**src/rtl/combiner.sv**
```systemverilog
// -----------------------------------------------------------------------------
// combiner
//   Reassembles 16-bit lane beats into 32-bit words and queues them in a small
//   output FIFO. Single-lane modes pick one lane per beat. The phase register
//   alternates the pick. Dual-lane mode concatenates both lanes, and the phase
//   register swaps their order on alternate beats.
//
// Ports
//   clk        : clock, all state updates on the rising edge
//   rst_n      : asynchronous active-low reset
//   ctl[1:0]   : 00 idle, 01/10 single-lane, 11 dual-lane
//   Data_In_1  : lane 1 halfword
//   Data_In_2  : lane 2 halfword
//   in_valid   : a lane beat is present
//   in_ready   : the block can accept a beat
//   Data_Out   : word at the FIFO head (0 when the FIFO is empty)
//   out_valid  : FIFO is non-empty
//   out_ready  : consumer takes the head word
//   o_toggle   : current lane phase
//   err_lane   : sticky error, set when an inactive lane is non-zero
// -----------------------------------------------------------------------------
module combiner #(
    parameter int FIFO_DEPTH = 2
) (
    input  logic        clk,
    input  logic        rst_n,
    input  logic [1:0]  ctl,
    input  logic [15:0] Data_In_1,
    input  logic [15:0] Data_In_2,
    input  logic        in_valid,
    output logic        in_ready,
    output logic [31:0] Data_Out,
    output logic        out_valid,
    input  logic        out_ready,
    output logic        o_toggle,
    output logic        err_lane
);

    // Legal depths are 2 and 4. Both are powers of two, so the pointers wrap
    // naturally on overflow.
    localparam int AW = (FIFO_DEPTH > 2) ? 2 : 1;
    localparam logic [AW:0] DEPTH_C = FIFO_DEPTH[AW:0];

    logic [AW-1:0] r_wr_ptr;
    logic [AW-1:0] r_rd_ptr;
    logic [AW:0]   r_count;
    logic [31:0]   r_mem [FIFO_DEPTH];
    logic          r_phase;
    logic [1:0]    r_prev_ctl;
    logic          r_err;
    logic          r_active;

    logic          w_full;
    logic          w_push;
    logic          w_pop;
    logic          w_ctl_chg;
    logic [31:0]   w_word;
    logic          w_lane_err;

    // Assemble the word written to the FIFO from the mode, phase and lanes.
    function automatic logic [31:0] assemble(input logic [1:0]  mode,
                                             input logic        phase,
                                             input logic [15:0] d1,
                                             input logic [15:0] d2);
        logic [31:0] word;
        if (mode == 2'b11)
            word = phase ? {d2, d1} : {d1, d2};
        else
            word = phase ? {16'h0000, d1} : {16'h0000, d2};
        return word;
    endfunction

    // In single-lane mode, the lane not selected by the phase must be zero.
    function automatic logic inactive_nonzero(input logic [1:0]  mode,
                                              input logic        phase,
                                              input logic [15:0] d1,
                                              input logic [15:0] d2);
        logic bad;
        if (mode == 2'b01 || mode == 2'b10)
            bad = phase ? (d2 != 16'h0000) : (d1 != 16'h0000);
        else
            bad = 1'b0;
        return bad;
    endfunction

    assign w_full     = (r_count == DEPTH_C);
    // r_active gates in_ready low until the first clock edge after reset release.
    assign in_ready   = r_active && !w_full && (ctl != 2'b00);
    assign w_push     = in_valid && in_ready;
    assign out_valid  = (r_count != '0);
    assign w_pop      = out_valid && out_ready;
    assign w_ctl_chg  = (ctl != r_prev_ctl);
    assign w_word     = assemble(ctl, r_phase, Data_In_1, Data_In_2);
    assign w_lane_err = inactive_nonzero(ctl, r_phase, Data_In_1, Data_In_2);

    // The empty-FIFO mux makes Data_Out read 0 as soon as reset clears the count.
    assign Data_Out   = out_valid ? r_mem[r_rd_ptr] : 32'h0;
    assign o_toggle   = r_phase;
    assign err_lane   = r_err;

    // Control state.
    always_ff @(posedge clk or negedge rst_n) begin
        if (!rst_n) begin
            r_wr_ptr   <= '0;
            r_rd_ptr   <= '0;
            r_count    <= '0;
            r_phase    <= 1'b0;
            r_prev_ctl <= 2'b00;
            r_err      <= 1'b0;
            r_active   <= 1'b0;
        end else begin
            r_active   <= 1'b1;
            r_prev_ctl <= ctl;

            // A ctl change clears the phase, even if a beat is accepted in the same cycle.
            if (w_ctl_chg)
                r_phase <= 1'b0;
            else if (w_push)
                r_phase <= ~r_phase;

            if (w_push && w_lane_err)
                r_err <= 1'b1;

            if (w_push)
                r_wr_ptr <= r_wr_ptr + 1'b1;
            if (w_pop)
                r_rd_ptr <= r_rd_ptr + 1'b1;

            case ({w_push, w_pop})
                2'b10:   r_count <= r_count + 1'b1;
                2'b01:   r_count <= r_count - 1'b1;
                default: r_count <= r_count;
            endcase
        end
    end

    // FIFO storage. Reset does not clear it: Data_Out is masked while the FIFO is empty.
    always_ff @(posedge clk) begin
        if (w_push)
            r_mem[r_wr_ptr] <= w_word;
    end

endmodule

```
**config.mk**
```make
export PLATFORM = sky130hd
export DESIGN_NAME = combiner
export DESIGN_NICKNAME = d
export VERILOG_FILES = /design/src/rtl/combiner.sv
export SDC_FILE = /design/constraint.sdc
export NUM_CORES = 1
export LEC_CHECK = 0
export CAP_MARGIN = 5
export CORE_AREA = 2 2 82 84
export DETAILED_ROUTE_END_ITERATION = 10
export DIE_AREA = 0 0 84 86
export PLACE_DENSITY = 0.81
export SLEW_MARGIN = 30
export SYNTH_ARGS = -nofsm -noshare
export SYNTH_HDL_FRONTEND = slang
export SYNTH_SLANG_ARGS = --single-unit
```
**constraint.sdc**
```tcl
create_clock -name clk -period 4.3 [get_ports clk]
set_input_delay 0.86 -clock clk [delete_from_list [all_inputs] [get_ports clk]]
set_output_delay 0.86 -clock clk [all_outputs]
set_load 0.1 [all_outputs]
```
==> results of run 1 <==
final timing paths:
kind                                             start               endpoint  slack, ps  depth (start not counted)
worst max-delay path            r_count[0]$_DFFE_PN0P_              out_valid       1170                          4
worst min-delay path              err_lane$_DFFE_PN0P_   err_lane$_DFFE_PN0P_        510                          1
worst max register to register  r_count[1]$_DFFE_PN0P_  r_mem[0][2]$_DFFE_PP_       2400                          4
worst min register to register    err_lane$_DFFE_PN0P_   err_lane$_DFFE_PN0P_        510                          1
max in group asynchronous                        rst_n   r_rd_ptr$_DFFE_PN0P_       3150                          1
min in group asynchronous                        rst_n   err_lane$_DFFE_PN0P_        830                          1
layout by cell type, fill, tap and decap left out, types with 3 or more instances in the layout:
cell type	netlist	routed
edfxtp_1	64	64
mux2i_1	48	48
clkdlybuf4s50_1	0	39
buf_4	0	38
nor2_1	36	34
nor2b_1	17	17
mux2_2	16	16
clkbuf_8	0	9
dfrtp_1	9	8
xor2_1	5	5
inv_1	4	4
nor4_1	4	4
xnor2_1	3	3
nor3_1	3	3
ha_1	3	3
clkbuf_1	7	3
layout make-up:
class	instances	area, µm²
multi-input cells	146	1150
flip-flops and latches	73	2150
clock buffers	12	135
fillers	457	2010
inverters	4	15.0
repair buffers	77	676
clock inverters	4	43.8
well taps	77	96.3
per-stage QoR:
| stage | hold WS, ps | util | cell area [µm²] | setup WS, ps |
|---|---|---|---|---|
| detailed placement | 482 | 0.650 | 4080 | 1220 |
| finish | 505 | 0.679 | 4260 | 1170 |
| global placement | 482 | 0.650 | 4080 | 1280 |
| floorplan | 456 | - | 3370 | 565 |
| CTS | 505 | 0.679 | 4260 | 1130 |
| global route | 534 | 0.679 | 4260 | 1070 |
flip-flops by register name (all words and copies together), names as in the netlist:
| name | flops |
|---|---|
| r_wr_ptr | 1 |
| r_mem | 64 |
| r_count | 2 |
| r_active | 1 |
| o_toggle | 1 |
| r_prev_ctl | 2 |
| err_lane | 1 |
| r_rd_ptr | 1 |
routing by layer:
layer,GRT usage,routed length (µm)
met5,0,0
met4,0.103,148
met3,0.0337,328
met2,0.319,3360
met1,0.242,2820
kinds of logic (layout without fill, tap and decap cells):
family	after synthesis	after routing	synth area share
other cells	1	1	0.00112
simple gates	69	69	0.106
flops	73	73	0.639
compound gates	1	1	0.00298
mux	64	64	0.197
xor+xnor	8	8	0.0208
buf+inv	17	97	0.0231
fa+ha+maj	3	3	0.0112
critical path, stage by stage (launching register included):
cell             delay (ps)
dfrtp_1                 440
nor2_2                   40
buf_4                   230
inv_1                   100
clkdlybuf4s50_1        1130
==> metrics.md, run 1 <==
| Metric | Value |
|---|---|
| WP data arrival | approximately 2300 ps |
| Worst-Skew Late Latency | between 300 and 400 ps |
| Hold Crit Class | register to register |
| Cells after synthesis | ~240 |
| Hold buffers post-CTS | 0 |
| Final setup fails | 0 |
| Worst-path fanout max | 33 |
| HPWL Detailed | 4590 µm |
| Placer congestion estimate | ~0.84 |
| CTS resizes | 0 |
| Maxcap violations | 0 |
| Number of global-route vias before repair | between 2000 and 2500 |
| Input/output buffers | 73 |
| Most area-consuming cells after synthesis | edfxtp_1, mux2i_1, dfrtp_1, mux2_2, nor2_1 |
| Antenna Nets Post-Route | 0 |
| Number of synthesis warnings | 0 |
| Crit. End Element | output port |
| Synth Area per Inst | between 10 and 15 µm² |
| Startpoint Class | register |
| Vias/cell | approximately 5.4 |
| Fin nets | about 350 |
| Count of final hold-check violations | 0 |
| Yosys cell types | 25 |
| Cell Area, Synth | 3360 µm² |
| Total grt overflow | 0 |
| Root Driver | clkbuf_8 |
| Dpl cells | about 380 |
| Relative slew slack | 0.356 |
| Share of post-route cells with drive strength above 1 | 0.225 |
| Clock Skews | ~4.1 ps |
| Status | finished, final reports clean |
| Area growth, synth to finish | 26.8% |
| Largest area contributor in the netlist | edfxtp_1 |
| Routed Wire Length | 6660 µm |
| CTS tree | yes |
| Post-CTS setup buffer count | 0 |
| Async SR Flop Fraction | 0.123 |
| Top Ports | 74 |
| Yosys top cell area share | 0.572 |
| Longest Clk Path Bufs | 2 |
| RSZ-0062 raised after global routing | no |
| CTS Buf Count | 9 |
| Crit path time final | 3130 ps |
| Post-synthesis register bit count | between 70 and 80 |
| Register area share after synthesis | 0.639 |
| Top FF cell, synth | edfxtp_1 |
| Top-count cell post-synth | edfxtp_1 |
| DRC | 0 |
| Fmax | approximately 320 MHz |
| Die height | 86 µm |
| Kind of critical path | register to output port |
| Post-synth EDFFs | 64 |
| Sink Count | between 70 and 80 |
| Final TNS setup | 0 ps |
| Tightest Pin Transition | about 960 ps |
| Largest net degree at the start of global routing | 34 |
| Syn_nets | 277 |
| Crit share post-route | 0.728 |
| Die W | roughly 84 µm |
| CORE AREA | between 6000 and 7000 µm² |
| # rows | 29 |
| WL per Instance | roughly 17 µm |
| Commonest cells post-synth | edfxtp_1, mux2i_1, nor2_1 |
| Slew Viols, Final | 0 |
| Die area | 7220 µm² |
| GR Util All Layers | 0.192 |
| Total number of vias | 2135 |
| Antenna violations before repair | 0 |
| DRT iter0 DRCs | about 140 |
| Initial core utilization | 0.536 |
| Worst endpoint required time | around 3400 ps |
| Non-filler cells, final | approximately 390 |
| # diodes | 0 |
| Clk slew on worst S/H paths | 70 ps |
| DR pass1 iterations | 4 |
| H-tree levels | 3 |
| First-pass GRT wire length | between 10000 and 15000 µm |
Power of run 1 is not shown: default switching activity piles up to over one toggle a cycle in this logic, so the estimate is an artifact.
==> run 2, diff against run 1 <==
- CORE_AREA: 2 2 82 84 -> 2 2 85 87
- DIE_AREA: 0 0 84 86 -> 0 0 87 89
- PLACE_DENSITY: 0.81 -> 0.76
- clock period: 4.3 -> 3 ns (I/O delays scaled with it)
==> metrics.md, run 2 (synthesized netlist as in run 1, its figures left out) <==
| Metric | Value |
|---|---|
| Total number of vias | 2138 (+0.14%) |
| Crit. End Element | output port |
| Number of global-route vias before repair | 2129 (-3.3%) |
| Post-CTS setup buffer count | 0 (unchanged) |
| Tightest Pin Transition | 563 ps (-400 ps) |
| Final setup fails | 0 (unchanged) |
| Largest register by flop count | r_mem |
| Fmax | approximately 400 MHz |
| Hold buffers post-CTS | 0 (unchanged) |
| First-pass GRT wire length | 10600 µm (-0.39%) |
| Share of post-route cells with drive strength above 1 | 0.248 (+0.0230) |
| Die height | 89 µm (+3.5%) |
| CTS tree | yes |
| Relative slew slack | 0.625 (+0.269) |
| Crit share post-route | 0.836 |
| Fillcell total | 445 (-2.6%) |
| Area growth, synth to finish | 41.6% |
| # rows | 30 (+3.4%) |
| Combined area of the multi-input logic cells | 1150 µm² (+0.65%) |
| Register area | 2150 µm² (-0.12%) |
| Routed Wire Length | 6840 µm (+2.7%) |
| CTS Buf Count | 9 (unchanged) |
| Antenna Nets Post-Route | 0 (unchanged) |
| Placer congestion estimate | 0.787 (-6.3%) |
| Critical path's largest stage delay | 540 ps (-590 ps) |
| Worst-Skew Late Latency | 330 ps (about the same) |
| Worst path cell trace | clkdlybuf4s50_1 > inv_1 > ha_1 > nor3b_4 > buf_12 |
| Clock Skews | 6.49 ps (+2.37 ps) |
| Top layer in use | met4 |
| CTS resizes | 0 (unchanged) |
| Metal2 WL | 3530 µm (+5.2%) |
| Die W | 87 µm (+3.6%) |
| # diodes | 0 (unchanged) |
| Antenna violations before repair | 0 (unchanged) |
| Crit path time final | 2510 ps |
| Buf+Inv Stages, Crit Path | 3 (unchanged) |
| CORE AREA | 6720 µm² (+7.0%) |
| Vias/cell | 5.36 (-1.4%) |
| WL per Instance | 17.1 µm (+1.2%) |
| Final TNS setup | 0 ps (unchanged) |
| Max FFs per register | 64 (unchanged) |
| RSZ-0062 raised after global routing | no |
| Commonest cells after routing, fill and taps aside | edfxtp_1, mux2i_1, clkdlybuf4s50_1, buf_12, nor2_1 |
| Initial core utilization | 0.500 (-0.0352) |
| Worst-path fanout max | 4 (-88%) |
| Top delay family on crit path | buffers and inverters |
| WP data arrival | 1910 ps (-360 ps) |
| Clk slew on worst S/H paths | 70 ps (about the same) |
| Metal3 WL | 361 µm (+10%) |
| H-tree levels | 3 (unchanged) |
| Top Ports | 74 (unchanged) |
| DR pass1 iterations | 4 (unchanged) |
| HPWL Detailed | 4970 µm (+8.3%) |
| DRT met1 WL | 2840 µm (+0.57%) |
| GR Util All Layers | 0.187 (-0.00443) |
| Input/output buffers | 73 (unchanged) |
| Count of final hold-check violations | 0 (unchanged) |
| Largest net degree at the start of global routing | 33 (-2.9%) |
| DRC | 0 (unchanged) |
| Total grt overflow | 0 (unchanged) |
| Sink Count | 73 (unchanged) |
| Startpoint Class | primary input |
| Die area | 7740 µm² (+7.2%) |
| Longest Clk Path Bufs | 2 (unchanged) |
| Kind of critical path | primary input to output port |
| Worst endpoint required time | 2400 ps (-1040 ps) |
| Hold Crit Class | register to register |
| Fin nets | 355 (+0.85%) |
| Worst path slowest cell | clkdlybuf4s50_1 |
| Slew Viols, Final | 0 (unchanged) |
| Maxcap violations | 0 (unchanged) |
| Most common cell after layout, fill and taps aside | edfxtp_1 |
| DRT iter0 DRCs | 123 (-13%) |
| Top flop regs | r_mem x64, r_count x2, r_prev_ctl x2 |
| Root Driver | clkbuf_8 |
| Status | finished, final reports clean |
## run 2: cell count changes in the layout (fill, tap and decap cells not counted), sizes merged
| cell | before | now |
|---|---|---|
| clkdlybuf4s50 | 39 | 37 |
| clkbuf | 12 | 10 |
| clkinv | 3 | 4 |
| bufinv | 1 | 2 |
| buf | 38 | 43 |
## run 2: metal layers
layer  track usage  up-vias
met3        0.0323        9
li1              -     1015
met5             0        -
met4        0.0852        0
met2         0.316       73
met1         0.239     1041
## run 2: stage by stage
step | setup WS [ps] | cell area [µm²] | util | hold WS [ps] | cells
finish | 491 | 4760 | 0.708 | 485 | 399
global route | 423 | 4760 | 0.708 | 509 | 399
CTS | 477 | 4760 | 0.708 | 490 | 399
detailed placement | 427 | 4550 | 0.677 | 473 | 383
global placement | 481 | 4550 | 0.677 | 470 | 383
floorplan | 27.5 | 3370 | - | 304 | 236
## run 2: worst paths after layout
kind | cells past startpoint | from | slack (ps) | end
min in group asynchronous | 1 | rst_n | 560 | r_wr_ptr$_DFFE_PN0P_
min | 1 | err_lane$_DFFE_PN0P_ | 480 | err_lane$_DFFE_PN0P_
max in group asynchronous | 1 | rst_n | 2120 | r_rd_ptr$_DFFE_PN0P_
min reg2reg | 1 | err_lane$_DFFE_PN0P_ | 480 | err_lane$_DFFE_PN0P_
max reg2reg | 4 | o_toggle$_DFFE_PN0P_ | 1230 | err_lane$_DFFE_PN0P_
max | 5 | ctl[0] | 490 | in_ready
## run 2: cell type report
type / count / area share
clock buffer: 10 / 0.0268
inverter: 4 / 0.00315
tap: 80 / 0.0210
clock inverter: 6 / 0.0174
sequential: 73 / 0.451
timing repair buffer: 80 / 0.238
multi-input combinational: 146 / 0.243
Power of run 2 is left out for the same reason.
